## src/rtl/div_ctrl_if.sv

```systemverilog
// Request, divider and write-back signal bundle for div_ctrl.
// The slave modport is the controller's view; master is the surrounding pipeline/divider side.
interface div_ctrl_if;
  logic        req_valid_i;
  logic [2:0]  req_op_i;
  logic [31:0] req_dividend_i;
  logic [31:0] req_divisor_i;
  logic [4:0]  req_waddr_i;
  logic        req_ready_o;
  logic        flush_i;
  logic        stall_o;
  logic        div_start_o;
  logic [2:0]  div_op_o;
  logic [31:0] div_dividend_o;
  logic [31:0] div_divisor_o;
  logic [4:0]  div_waddr_o;
  logic [31:0] div_result_i;
  logic        div_ready_i;
  logic        wb_valid_o;
  logic [4:0]  wb_waddr_o;
  logic [31:0] wb_wdata_o;
  logic        wb_ready_i;

  modport slave (
    input  req_valid_i, req_op_i, req_dividend_i, req_divisor_i, req_waddr_i, flush_i,
           div_result_i, div_ready_i, wb_ready_i,
    output req_ready_o, stall_o, div_start_o, div_op_o, div_dividend_o, div_divisor_o,
           div_waddr_o, wb_valid_o, wb_waddr_o, wb_wdata_o
  );

  modport master (
    output req_valid_i, req_op_i, req_dividend_i, req_divisor_i, req_waddr_i, flush_i,
           div_result_i, div_ready_i, wb_ready_i,
    input  req_ready_o, stall_o, div_start_o, div_op_o, div_dividend_o, div_divisor_o,
           div_waddr_o, wb_valid_o, wb_waddr_o, wb_wdata_o
  );
endinterface

```

## src/rtl/div_ctrl.sv

```systemverilog
// Issue/write-back controller in front of the iterative divider (IDLE -> BUSY -> WB).
// Define DIV_CTRL_CACHE_EN to reuse the last completed result for an identical request.
module div_ctrl (
  input  logic      clk,
  input  logic      rst,
  div_ctrl_if.slave bus
);
  localparam logic [1:0] IDLE = 2'd0;
  localparam logic [1:0] BUSY = 2'd1;
  localparam logic [1:0] WB   = 2'd2;

  logic [1:0]  state;
  logic        start_r;
  logic [2:0]  op_r;
  logic [31:0] dividend_r;
  logic [31:0] divisor_r;
  logic [4:0]  waddr_r;
  logic        wb_valid_r;
  logic [4:0]  wb_waddr_r;
  logic [31:0] wb_wdata_r;
  logic        accept;
  logic        cache_hit;
  logic [31:0] cache_result;

  assign accept = (state == IDLE) & bus.req_valid_i & ~bus.flush_i;

`ifdef DIV_CTRL_CACHE_EN
  logic [2:0]  c_op;
  logic [31:0] c_dividend;
  logic [31:0] c_divisor;
  logic [31:0] c_result;
  logic        c_valid;

  // Only a normal completion refreshes the entry; flushed operations never reach it.
  always_ff @(posedge clk or negedge rst) begin
    if (!rst) begin
      c_valid    <= 1'b0;
      c_op       <= '0;
      c_dividend <= '0;
      c_divisor  <= '0;
      c_result   <= '0;
    end else if ((state == BUSY) && !bus.flush_i && bus.div_ready_i) begin
      c_valid    <= 1'b1;
      c_op       <= op_r;
      c_dividend <= dividend_r;
      c_divisor  <= divisor_r;
      c_result   <= bus.div_result_i;
    end
  end

  assign cache_hit    = c_valid & (c_op == bus.req_op_i) &
                        (c_dividend == bus.req_dividend_i) & (c_divisor == bus.req_divisor_i);
  assign cache_result = c_result;
`else
  assign cache_hit    = 1'b0;
  assign cache_result = '0;
`endif

  always_ff @(posedge clk or negedge rst) begin
    if (!rst) begin
      state      <= IDLE;
      start_r    <= 1'b0;
      op_r       <= '0;
      dividend_r <= '0;
      divisor_r  <= '0;
      waddr_r    <= '0;
      wb_valid_r <= 1'b0;
      wb_waddr_r <= '0;
      wb_wdata_r <= '0;
    end else begin
      case (state)
        IDLE: begin
          if (accept) begin
            op_r       <= bus.req_op_i;
            dividend_r <= bus.req_dividend_i;
            divisor_r  <= bus.req_divisor_i;
            waddr_r    <= bus.req_waddr_i;
            if (cache_hit) begin
              wb_valid_r <= 1'b1;
              wb_waddr_r <= bus.req_waddr_i;
              wb_wdata_r <= cache_result;
              state      <= WB;
            end else begin
              start_r <= 1'b1;
              state   <= BUSY;
            end
          end
        end
        BUSY: begin
          // Flush wins over a coincident result pulse: the instruction is not yet committed.
          if (bus.flush_i) begin
            start_r <= 1'b0;
            state   <= IDLE;
          end else if (bus.div_ready_i) begin
            wb_wdata_r <= bus.div_result_i;
            wb_waddr_r <= waddr_r;
            wb_valid_r <= 1'b1;
            start_r    <= 1'b0;
            state      <= WB;
          end
        end
        WB: begin
          if (bus.wb_ready_i) begin
            wb_valid_r <= 1'b0;
            state      <= IDLE;
          end
        end
        default: begin
          start_r    <= 1'b0;
          wb_valid_r <= 1'b0;
          state      <= IDLE;
        end
      endcase
    end
  end

  assign bus.req_ready_o    = (state == IDLE);
  assign bus.stall_o        = (state != IDLE) | (bus.req_valid_i & ~bus.flush_i);
  // Gated so the divider, already back in idle during its ready cycle, does not restart.
  assign bus.div_start_o    = start_r & ~bus.div_ready_i;
  assign bus.div_op_o       = op_r;
  assign bus.div_dividend_o = dividend_r;
  assign bus.div_divisor_o  = divisor_r;
  assign bus.div_waddr_o    = waddr_r;
  assign bus.wb_valid_o     = wb_valid_r;
  assign bus.wb_waddr_o     = wb_waddr_r;
  assign bus.wb_wdata_o     = wb_wdata_r;
endmodule

```

## src/flat_wrapper.sv

```systemverilog
// flat-port wrapper written by rule: the top's interface ports become plain ports
module div_ctrl_flat 
  (clk, rst, bus_req_valid_i, bus_req_op_i, bus_req_dividend_i, bus_req_divisor_i, bus_req_waddr_i, bus_flush_i, bus_div_result_i, bus_div_ready_i, bus_wb_ready_i, bus_req_ready_o, bus_stall_o, bus_div_start_o, bus_div_op_o, bus_div_dividend_o, bus_div_divisor_o, bus_div_waddr_o, bus_wb_valid_o, bus_wb_waddr_o, bus_wb_wdata_o);
  div_ctrl_if bus_i ();
  input  logic clk;
  input  logic rst;
  input wire logic [$bits(bus_i.req_valid_i)-1:0] bus_req_valid_i;
  input wire logic [$bits(bus_i.req_op_i)-1:0] bus_req_op_i;
  input wire logic [$bits(bus_i.req_dividend_i)-1:0] bus_req_dividend_i;
  input wire logic [$bits(bus_i.req_divisor_i)-1:0] bus_req_divisor_i;
  input wire logic [$bits(bus_i.req_waddr_i)-1:0] bus_req_waddr_i;
  input wire logic [$bits(bus_i.flush_i)-1:0] bus_flush_i;
  input wire logic [$bits(bus_i.div_result_i)-1:0] bus_div_result_i;
  input wire logic [$bits(bus_i.div_ready_i)-1:0] bus_div_ready_i;
  input wire logic [$bits(bus_i.wb_ready_i)-1:0] bus_wb_ready_i;
  output wire logic [$bits(bus_i.req_ready_o)-1:0] bus_req_ready_o;
  output wire logic [$bits(bus_i.stall_o)-1:0] bus_stall_o;
  output wire logic [$bits(bus_i.div_start_o)-1:0] bus_div_start_o;
  output wire logic [$bits(bus_i.div_op_o)-1:0] bus_div_op_o;
  output wire logic [$bits(bus_i.div_dividend_o)-1:0] bus_div_dividend_o;
  output wire logic [$bits(bus_i.div_divisor_o)-1:0] bus_div_divisor_o;
  output wire logic [$bits(bus_i.div_waddr_o)-1:0] bus_div_waddr_o;
  output wire logic [$bits(bus_i.wb_valid_o)-1:0] bus_wb_valid_o;
  output wire logic [$bits(bus_i.wb_waddr_o)-1:0] bus_wb_waddr_o;
  output wire logic [$bits(bus_i.wb_wdata_o)-1:0] bus_wb_wdata_o;
  assign bus_i.req_valid_i = bus_req_valid_i;
  assign bus_i.req_op_i = bus_req_op_i;
  assign bus_i.req_dividend_i = bus_req_dividend_i;
  assign bus_i.req_divisor_i = bus_req_divisor_i;
  assign bus_i.req_waddr_i = bus_req_waddr_i;
  assign bus_i.flush_i = bus_flush_i;
  assign bus_i.div_result_i = bus_div_result_i;
  assign bus_i.div_ready_i = bus_div_ready_i;
  assign bus_i.wb_ready_i = bus_wb_ready_i;
  assign bus_req_ready_o = bus_i.req_ready_o;
  assign bus_stall_o = bus_i.stall_o;
  assign bus_div_start_o = bus_i.div_start_o;
  assign bus_div_op_o = bus_i.div_op_o;
  assign bus_div_dividend_o = bus_i.div_dividend_o;
  assign bus_div_divisor_o = bus_i.div_divisor_o;
  assign bus_div_waddr_o = bus_i.div_waddr_o;
  assign bus_wb_valid_o = bus_i.wb_valid_o;
  assign bus_wb_waddr_o = bus_i.wb_waddr_o;
  assign bus_wb_wdata_o = bus_i.wb_wdata_o;
  div_ctrl u_core (.clk(clk), .rst(rst), .bus(bus_i));
endmodule
```

## config.mk

```make
export PLATFORM = sky130hd
export DESIGN_NAME = div_ctrl_flat
export DESIGN_NICKNAME = d
export VERILOG_FILES = /design/src/rtl/div_ctrl_if.sv /design/src/rtl/div_ctrl.sv /design/src/flat_wrapper.sv
export SDC_FILE = /design/constraint.sdc
export NUM_CORES = 1
export LEC_CHECK = 0
export BUFFER_PORTS_ARGS = -buffer_cell sky130_fd_sc_hd__buf_2
export CORE_MARGIN = 2
export CORE_UTILIZATION = 46
export DETAILED_ROUTE_END_ITERATION = 7
export GPL_ROUTABILITY_DRIVEN = 0
export GPL_TIMING_DRIVEN = 0
export MAX_ROUTING_LAYER = met4
export PLACE_DENSITY = 0.8
export SYNTH_ARGS = -nofsm -noshare
export SYNTH_HDL_FRONTEND = slang
export SYNTH_SLANG_ARGS = --single-unit
```

## constraint.sdc

```tcl
create_clock -name clk -period 1.8 [get_ports clk]
set_clock_uncertainty 0.05 [all_clocks]
set_input_delay 0.27 -clock clk [delete_from_list [all_inputs] [get_ports clk]]
set_output_delay 0.27 -clock clk [all_outputs]
set_load 0.01 [all_outputs]
```

Yosys cells after proc, flatten, opt, wreduce, memory -nomap -nowiden
Cells that the tools add are included.
{"block": "word_totals", "reg_bits": 113, "inputBits": 110}
{"block": "classes", "n_eq_ne": 7, "n_mux": 13, "n_bitwise": 9, "reduce_logical": 7}
{"cell": "$reduce_and 3->1", "count": 3}
{"cell": "$mux 2", "count": 4}
{"cell": "$mux 1", "count": 6}
{"cell": "$ne 2x2->1 const B", "count": 3}
{"cell": "$pmux 1 s3", "count": 2}
{"cell": "$pmux 2 s3", "count": 1}
{"cell": "$and 1x1->1", "count": 4}
{"cell": "$not 1->1", "count": 4}
{"cell": "$reduce_and 4->1", "count": 1}
{"cell": "$ne 3x3->1 const B", "count": 1}
{"cell": "$eq 2x1->1 const B", "count": 1}
{"cell": "$eq 2x2->1 const B", "count": 1}
{"cell": "$logic_not 2->1", "count": 1}
{"cell": "$ne 2x1->1 const B", "count": 1}
{"cell": "$reduce_and 2->1", "count": 1}
{"cell": "$reduce_bool 2->1", "count": 1}
{"cell": "$or 1x1->1", "count": 1}

Logic depth before layout (Yosys ltp)
Gate-level depths: netlist of run 1.
{"block": "depth", "depth_word": 5, "ltp_mapped": 4, "ltp_nobuf": 2}

Worst setup path before layout of run 1
Ideal clock, no wire load.
{"block": "synth_timing", "path_type": "register -> register", "from": "register u_core.state[0]", "to": "register u_core.divisor_r[19], in the netlist u_core.bus.div_divisor_o[19]", "t_arrival_ns": 1.390, "t_required_ns": 1.625, "slack_ns": 0.235, "stages_incl_launch_ff": 5, "n_path_buf": 2, "synth_period_minus_slack_ns": 1.565, "cell_sequence": "dfrtp_1 -> nor4b_2 -> buf_6 -> buf_12 -> mux2_2"}
{"block": "synth_via", "elab_chain_len": 4}
{"element": "start: declaration", "line": "div_ctrl.sv:12", "text": "logic [1:0] state;"}
{"element": "start signal: assignment", "line": "div_ctrl.sv:61", "text": "state <= IDLE;"}
{"element": "start signal: assignment", "line": "div_ctrl.sv:82", "text": "state <= WB;"}
{"element": "start signal: assignment", "line": "div_ctrl.sv:85", "text": "state <= BUSY;"}
{"element": "$logic_not 2->1 (*)", "line": "div_ctrl.sv:25, div_ctrl.sv:71"}
{"element": "$and 1x1->1 (2 in a row)", "line": "div_ctrl.sv:25", "text": "assign accept = (state == IDLE) & bus.req_valid_i & ~bus.flush_i;"}
{"element": "$reduce_and 2->1 (no source line) (*)"}
{"element": "end signal: assignment", "line": "div_ctrl.sv:76", "text": "divisor_r <= bus.req_divisor_i;"}
{"element": "end: declaration", "line": "div_ctrl.sv:16", "text": "logic [31:0] divisor_r;"}
Mark *: on every way between the ends. The rest lies on a longest branch, timed or not.
A chain may end at the register's enable or synchronous reset.

Worst setup path in the final report of run 1
{"block": "layout_timing", "from": "register u_core.state[0]", "to": "output bus_stall_o"}
{"block": "layout_via", "elab_chain_len": 2}
{"element": "$reduce_bool 2->1", "line": "div_ctrl.sv:118", "text": "assign bus.stall_o = (state != IDLE) | (bus.req_valid_i & ~bus.flush_i);"}
{"element": "$or 1x1->1", "line": "div_ctrl.sv:118"}
{"element": "end: declaration", "line": "flat_wrapper.sv:17", "text": "output wire logic [$bits(bus_i.stall_o)-1:0] bus_stall_o;"}
Every way passes these cells.

==> flow_summary.yaml, run 1 <==
floorplan:
  rows: 36
  start_util_pct: 46.98
  die_area_um2: 10750
  die_h_um: 103.7
  io_pins: 223
  core_area_um2: 9729
  die_width_um: 103.7
yosys:
  synth_seq_area_share_pct: 61.87
  synth_compound_area_share_pct: 0.9307
  synth_xor_area_share_pct: 0
  synth-seq-cells: 113
  synthMuxAreaShare_pct: 31.70
  synth.top_cell.area_share_pct: 61.87
  synth_area_per_cell_um2: 18.36
  synthCells: 249
  synth_warnings: 0
  synth_top_family_by_area: "multiplexers"
  netlist_area_um2: 4571
  synth_edf_count: 0
  synth-adder-area-share_pct: 0
  synth_top_area_cell: "dfrtp_1"
  syn-num-nets: 359
  synth_ff_type: "dfrtp_1"
  synth-simple-area-share_pct: 1.232
  ys_async_sr_fraction_pct: 100.0
  yosys-top-cells-area: "dfrtp_1 62%, mux2_4 19%, mux2_2 12%"
  synth.distinct_cells: 17
timing:
  period_share_pct: 94.50
  slew_headroom_pct: 50.23
  fmax_mhz: 587.9
  slew_viol_final: 0
  setup_tns_ns: 0
  rsz0062_at_grt: "false"
  hold_viol: 0
  setup_viol: 0
  worstMarginPinSlew_ns: 0.7466
  post-route-min-period_ns: 1.701
grt:
  grt.total_usage_pct: 25.71
  grt_overflow: 0
  grt_pass1_wl_mm: 20.64
  grt_max_degree: 60
  antenna_found_initial: 0
  grt_pass1_vias: 4040
min_path:
  hp-class: "in2reg"
  hold_start: "bus_wb_ready_i"
detailed_routing:
  finalWirelength_mm: 12.94
  vias_per_cell: 4.711
  dr_wl_met3_um: 690
  ant_nets: 0
  met1_length_mm: 4.907
  first_iter_violations: 117
  wire_per_inst_um: 17.39
  drc: 0
  top_layer: "met4"
  vias: 3505
  drtPass1Iterations: 4
  dr_wl_met2_mm: 6.976
power:
  pwr_density_cell_nw_per_um2: 1273
  p_leak_nw: 3.723
  ir_drop_uv: 660.1
finish:
  fillerInstances: 554
  drive_gt1_share_pct: 62.19
  diodes: 0
  nets: 708
  final_util_pct: 77.88
  synthToLayoutAreaGrowth_pct: 65.78
worst_setup_path:
  timing.rr.start: "u_core.state[0]"
  path_max_fanout: 6
  end_kind: "output port"
  worstSetupPathType: "reg2out"
  crit_path_start_kind: "flop"
  critPathArrivalTime_ns: 1.38
  cp_data_required_time_ns: 1.48
  startpoint: "u_core.state[0]"
cts:
  h-tree-depth: 4
  cts.sinks: 113
  ctsRootBufferMaster: "clkbuf_8"
  cts.clk_slew.worst_paths_ns: 0.05
  cts_buffers: 17
  cts_setup_buffers: 0
  clk-insertion-delay-late_ns: 0.51
  cts_tree: "done"
  cts_buffer_depth: 2
place:
  dp_hpwl_mm: 7.395
  io_buffers: 222
outcome:
  status: "finished, final reports clean"
job:
  cap_violations: 0
==> per-stage QoR <==
step                      setup WS, ns  hold WS (ns)  power [mW]  std cells  instance area, µm²
after floorplan                 0.2348      -0.07559       4.866        249                4571
after global placement         -0.7998        0.4350       5.826        604                5848
after detailed placement        0.1111        0.3353       5.928        605                5878
after CTS                       0.1070       0.02606       9.644        744                7576
after global routing           0.01052       0.05771       10.06        744                7577
final                          0.09909       0.05143       9.644        744                7577
==> synth_stat cells (all sizes together), types with 3 or more instances <==
master and instances:
inv 3, nor2 3, buf 12, dfrtp 113
mux2 109
==> state kept, by name, summed over array words and instances (netlist names) <==
| name | flops |
|---|---|
| u_core.bus.div_dividend_o | 32 |
| u_core.bus.div_divisor_o | 32 |
| u_core.bus.div_op_o | 3 |
| u_core.bus.div_waddr_o | 5 |
| u_core.bus.wb_valid_o | 1 |
| u_core.bus.wb_waddr_o | 5 |
| u_core.bus.wb_wdata_o | 32 |
| u_core.start_r | 1 |
| u_core.state | 2 |
==> report_power, final <==
part	switching, mW	internal (mW)	leakage [nW]
combinational	1.07	1.46	2.10
clock	1.18	2.32	0.292
sequential	0.401	3.23	1.34
total	2.65	7.00	3.72
==> final cells by class <==
class	count	area (µm²)	share of cell area, %
Buffer	12	183.9	2.427
Clock buffer	19	441.7	5.829
Clock inverter	13	185.2	2.444
Inverter	3	11.26	0.1486
Multi-Input combinational cell	121	1548	20.43
Sequential cell	113	2829	37.33
Tap cell	133	166.4	2.196
Timing Repair Buffer	330	2212	29.19
==> critical path, stage by stage, from the launching register on <==
cell and delay [ns]:
dfrtp_1 0.43, nor2_1 0.16, o21ai_0 0.12, buf_2 0.16
==> placed cells by master, fill, tap and decap left out, drive strengths merged <==
cell           n
buf          235
dfrtp        113
mux2         109
dlygate4sd3  107
clkbuf        19
clkinvlp       5
bufinv         4
clkinv         4
nor2           3
inv            3
o21ai          1
nor2b          1
and4bb         1
nor4b          1
a2111oi        1
a31o           1
and2b          1
a311o          1
a221o          1
==> metal layers <==
layer | track usage, % | vias up
met1 | 28.08 | 1711
li1 | - | 1594
met5 | - | -
met3 | 7.111 | 40
met2 | 43.71 | 160
met4 | 12.07 | 0
==> cell families (layout without fill, tap and decap cells) <==
family,after synthesis,in the layout
buf+inv,15,377
flops,113,113
mux,109,109
compound gates,5,5
simple gates,7,7
==> final timing paths <==
check	endpoint	slack [ns]	cells past startpoint
max	bus_stall_o	0.1	3
min	u_core.state[1]	0.05	3
max reg2reg	u_core.bus.div_divisor_o[24]	0.11	4
min reg2reg	u_core.bus.div_dividend_o[30]	0.45	1
max in group asynchronous	u_core.bus.div_divisor_o[18]	0.67	3
min in group asynchronous	u_core.bus.div_dividend_o[2]	0.30	2
==> timing repair <==
| action | 4_1_cts | 5_1_grt |
|---|---|---|
| gates resized for setup | 0 | 1 |
| endpoints found under the setup margin | 0 | 1 |
| hold buffers | 107 | 0 |
| hold endpoints to repair | 163 | 0 |
(Power assumes the default switching activity.)
==> run 2: changes to the inputs <==
--- a/config.mk
+++ b/config.mk
@@ -5,8 +5,9 @@
 export SDC_FILE = /design/constraint.sdc
 export NUM_CORES = 1
 export LEC_CHECK = 0
+export ABC_CLOCK_PERIOD_IN_PS = 1800
 export BUFFER_PORTS_ARGS = -buffer_cell sky130_fd_sc_hd__buf_2
-export CORE_MARGIN = 2
+export CORE_ASPECT_RATIO = 0.75
 export CORE_UTILIZATION = 46
 export DETAILED_ROUTE_END_ITERATION = 7
 export GPL_ROUTABILITY_DRIVEN = 0
==> flow_summary.yaml, run 2 (synthesis gave the netlist of run 1 again) <==
outcome:
  status: "finished, final reports clean"
finish:
  final_util_pct: 66.95
  final_common_cell: "buf_2"
  fin_cells: 635
  synthToLayoutAreaGrowth_pct: 41.47
  nets: 602
  layout.cells.most_common_list: "223 x buf_2, 113 x dfrtp_1, 59 x mux2_4, 50 x mux2_2, 17 x clkbuf_16"
  drive_gt1_share_pct: 74.75
  diodes: 0
  fin_area_um2: 6466
timing:
  slew_headroom_pct: 57.50
  fmax_mhz: 591.5
  setup_tns_ns: 0
  rsz0062_at_grt: "false"
  post-route-min-period_ns: 1.691
  hold_viol: 0
  slew_viol_final: 0
  worstMarginPinSlew_ns: 0.6375
  period_share_pct: 93.92
  setup_viol: 0
  fin_ws_ns: 0.1095
grt:
  grt_pass1_wl_mm: 15.27
  grt_pass1_vias: 3029
  grt_overflow: 0
  antenna_found_initial: 0
  grt_max_degree: 65
  grt.total_usage_pct: 20.93
detailed_routing:
  vias_per_cell: 4.666
  finalWirelength_mm: 10.14
  drc: 0
  first_iter_violations: 104
  vias: 2963
  wire_per_inst_um: 15.97
  drtPass1Iterations: 6
  ant_nets: 0
worst_setup_path:
  end_kind: "flop"
  path_max_fanout: 10
  worstSetupPathType: "reg2reg"
  crit_path_start_kind: "flop"
  critPathArrivalTime_ns: 1.92
  cp_data_required_time_ns: 2.02
cts:
  clk-insertion-delay-late_ns: 0.40
  h-tree-depth: 4
  cts_buffer_depth: 2
  cts_buffers: 17
  cts_resized: 0
  ctsRootBufferMaster: "clkbuf_16"
  cts.clk_slew.worst_paths_ns: 0.05
  cts_tree: "done"
  cts.sinks: 113
job:
  cap_violations: 0
place:
  dp_hpwl_mm: 7.248
  postPlaceCellArea_um2: 5877
  place_ws_ns: 0.1032
  dp.cells: 604
  io_buffers: 222
floorplan:
  rows: 31
  die_h_um: 88.33
  core_area_um2: 9658
  die_width_um: 117.1
  die_area_um2: 10340
  io_pins: 223
  start_util_pct: 47.32
power:
  p_int_mw: 6.654
  clockPowerShare_pct: 35.4
  pwr_density_cell_nw_per_um2: 1411
  ir_drop_uv: 825.2
  p_leak_nw: 3.261
  sw_frac_of_total_pct: 27.09
  p_comb_share_pct: 25.1
  seq_power_share_pct: 39.5
  switchingPower_mw: 2.472
min_path:
  hp-class: "in2reg"
==> run 2: final timing paths <==
kind / start / endpoint / slack (ns) / depth (start not counted)
max in group asynchronous: rst / u_core.bus.wb_wdata_o[29] / 0.58 / 3
hold reg to reg: u_core.bus.div_op_o[2] / u_core.bus.div_op_o[2] / 0.45 / 1
hold / removal: bus_req_op_i[1] / u_core.bus.div_op_o[1] / 0.05 / 2
setup / recovery: u_core.state[0] / u_core.bus.div_divisor_o[21] / 0.11 / 4
setup reg to reg: u_core.state[0] / u_core.bus.div_divisor_o[21] / 0.11 / 4
min in group asynchronous: rst / u_core.bus.div_dividend_o[19] / 0.38 / 2
==> run 2: power groups by stage <==
stage	logic, mW	registers (mW)	clock network (mW)
floorplan	0.935	3.93	0
global placement	2.26	3.57	0
global route	2.48	3.69	3.43
CTS	2.33	3.60	3.30
finish	2.29	3.60	3.23
detailed placement	2.31	3.62	0
==> run 2: worst max-delay path, cell delays in order, from the launching register on <==
cell and delay (ns):
dfrtp_1 0.44, nor4b_2 0.32, buf_6 0.26, buf_12 0.16
mux2_2 0.33
==> run 2: per-stage QoR <==
| stage | hold slack, ns | power, mW |
|---|---|---|
| after floorplan | -0.07559 | 4.866 |
| after global placement | 0.4350 | 5.829 |
| after detailed placement | 0.2785 | 5.929 |
| after CTS | 0.03136 | 9.229 |
| after global routing | 0.02226 | 9.604 |
| final | 0.04692 | 9.126 |
==> run 2: metal layers <==
metal  part of all wire, %  track usage (%)  wire length [µm]  vias up
li1                      -                -                 -     1368
met1                    43            24.34              4323     1445
met5                     0                -                 0        -
met4                  0.96            6.904                97        0
met2                    49            33.51              5000      140
met3                   7.1            8.082               715       10
==> run 2: repair_timing <==
| action | 4_1_cts | 5_1_grt |
|---|---|---|
| hold endpoints to repair | 49 | 0 |
| setup buffers | 0 | 0 |
| hold buffers | 1 | 0 |
==> run 2: cell type report <==
type | instances | area (µm²)
Sequential cell | 113 | 2828
Multi-Input combinational cell | 121 | 1548
Tap cell | 132 | 165.2
Clock inverter | 9 | 108.9
Fill cell | 683 | 3192
Clock buffer | 21 | 470.5
Buffer | 12 | 183.9
Timing Repair Buffer | 224 | 1151
Inverter | 3 | 11.26
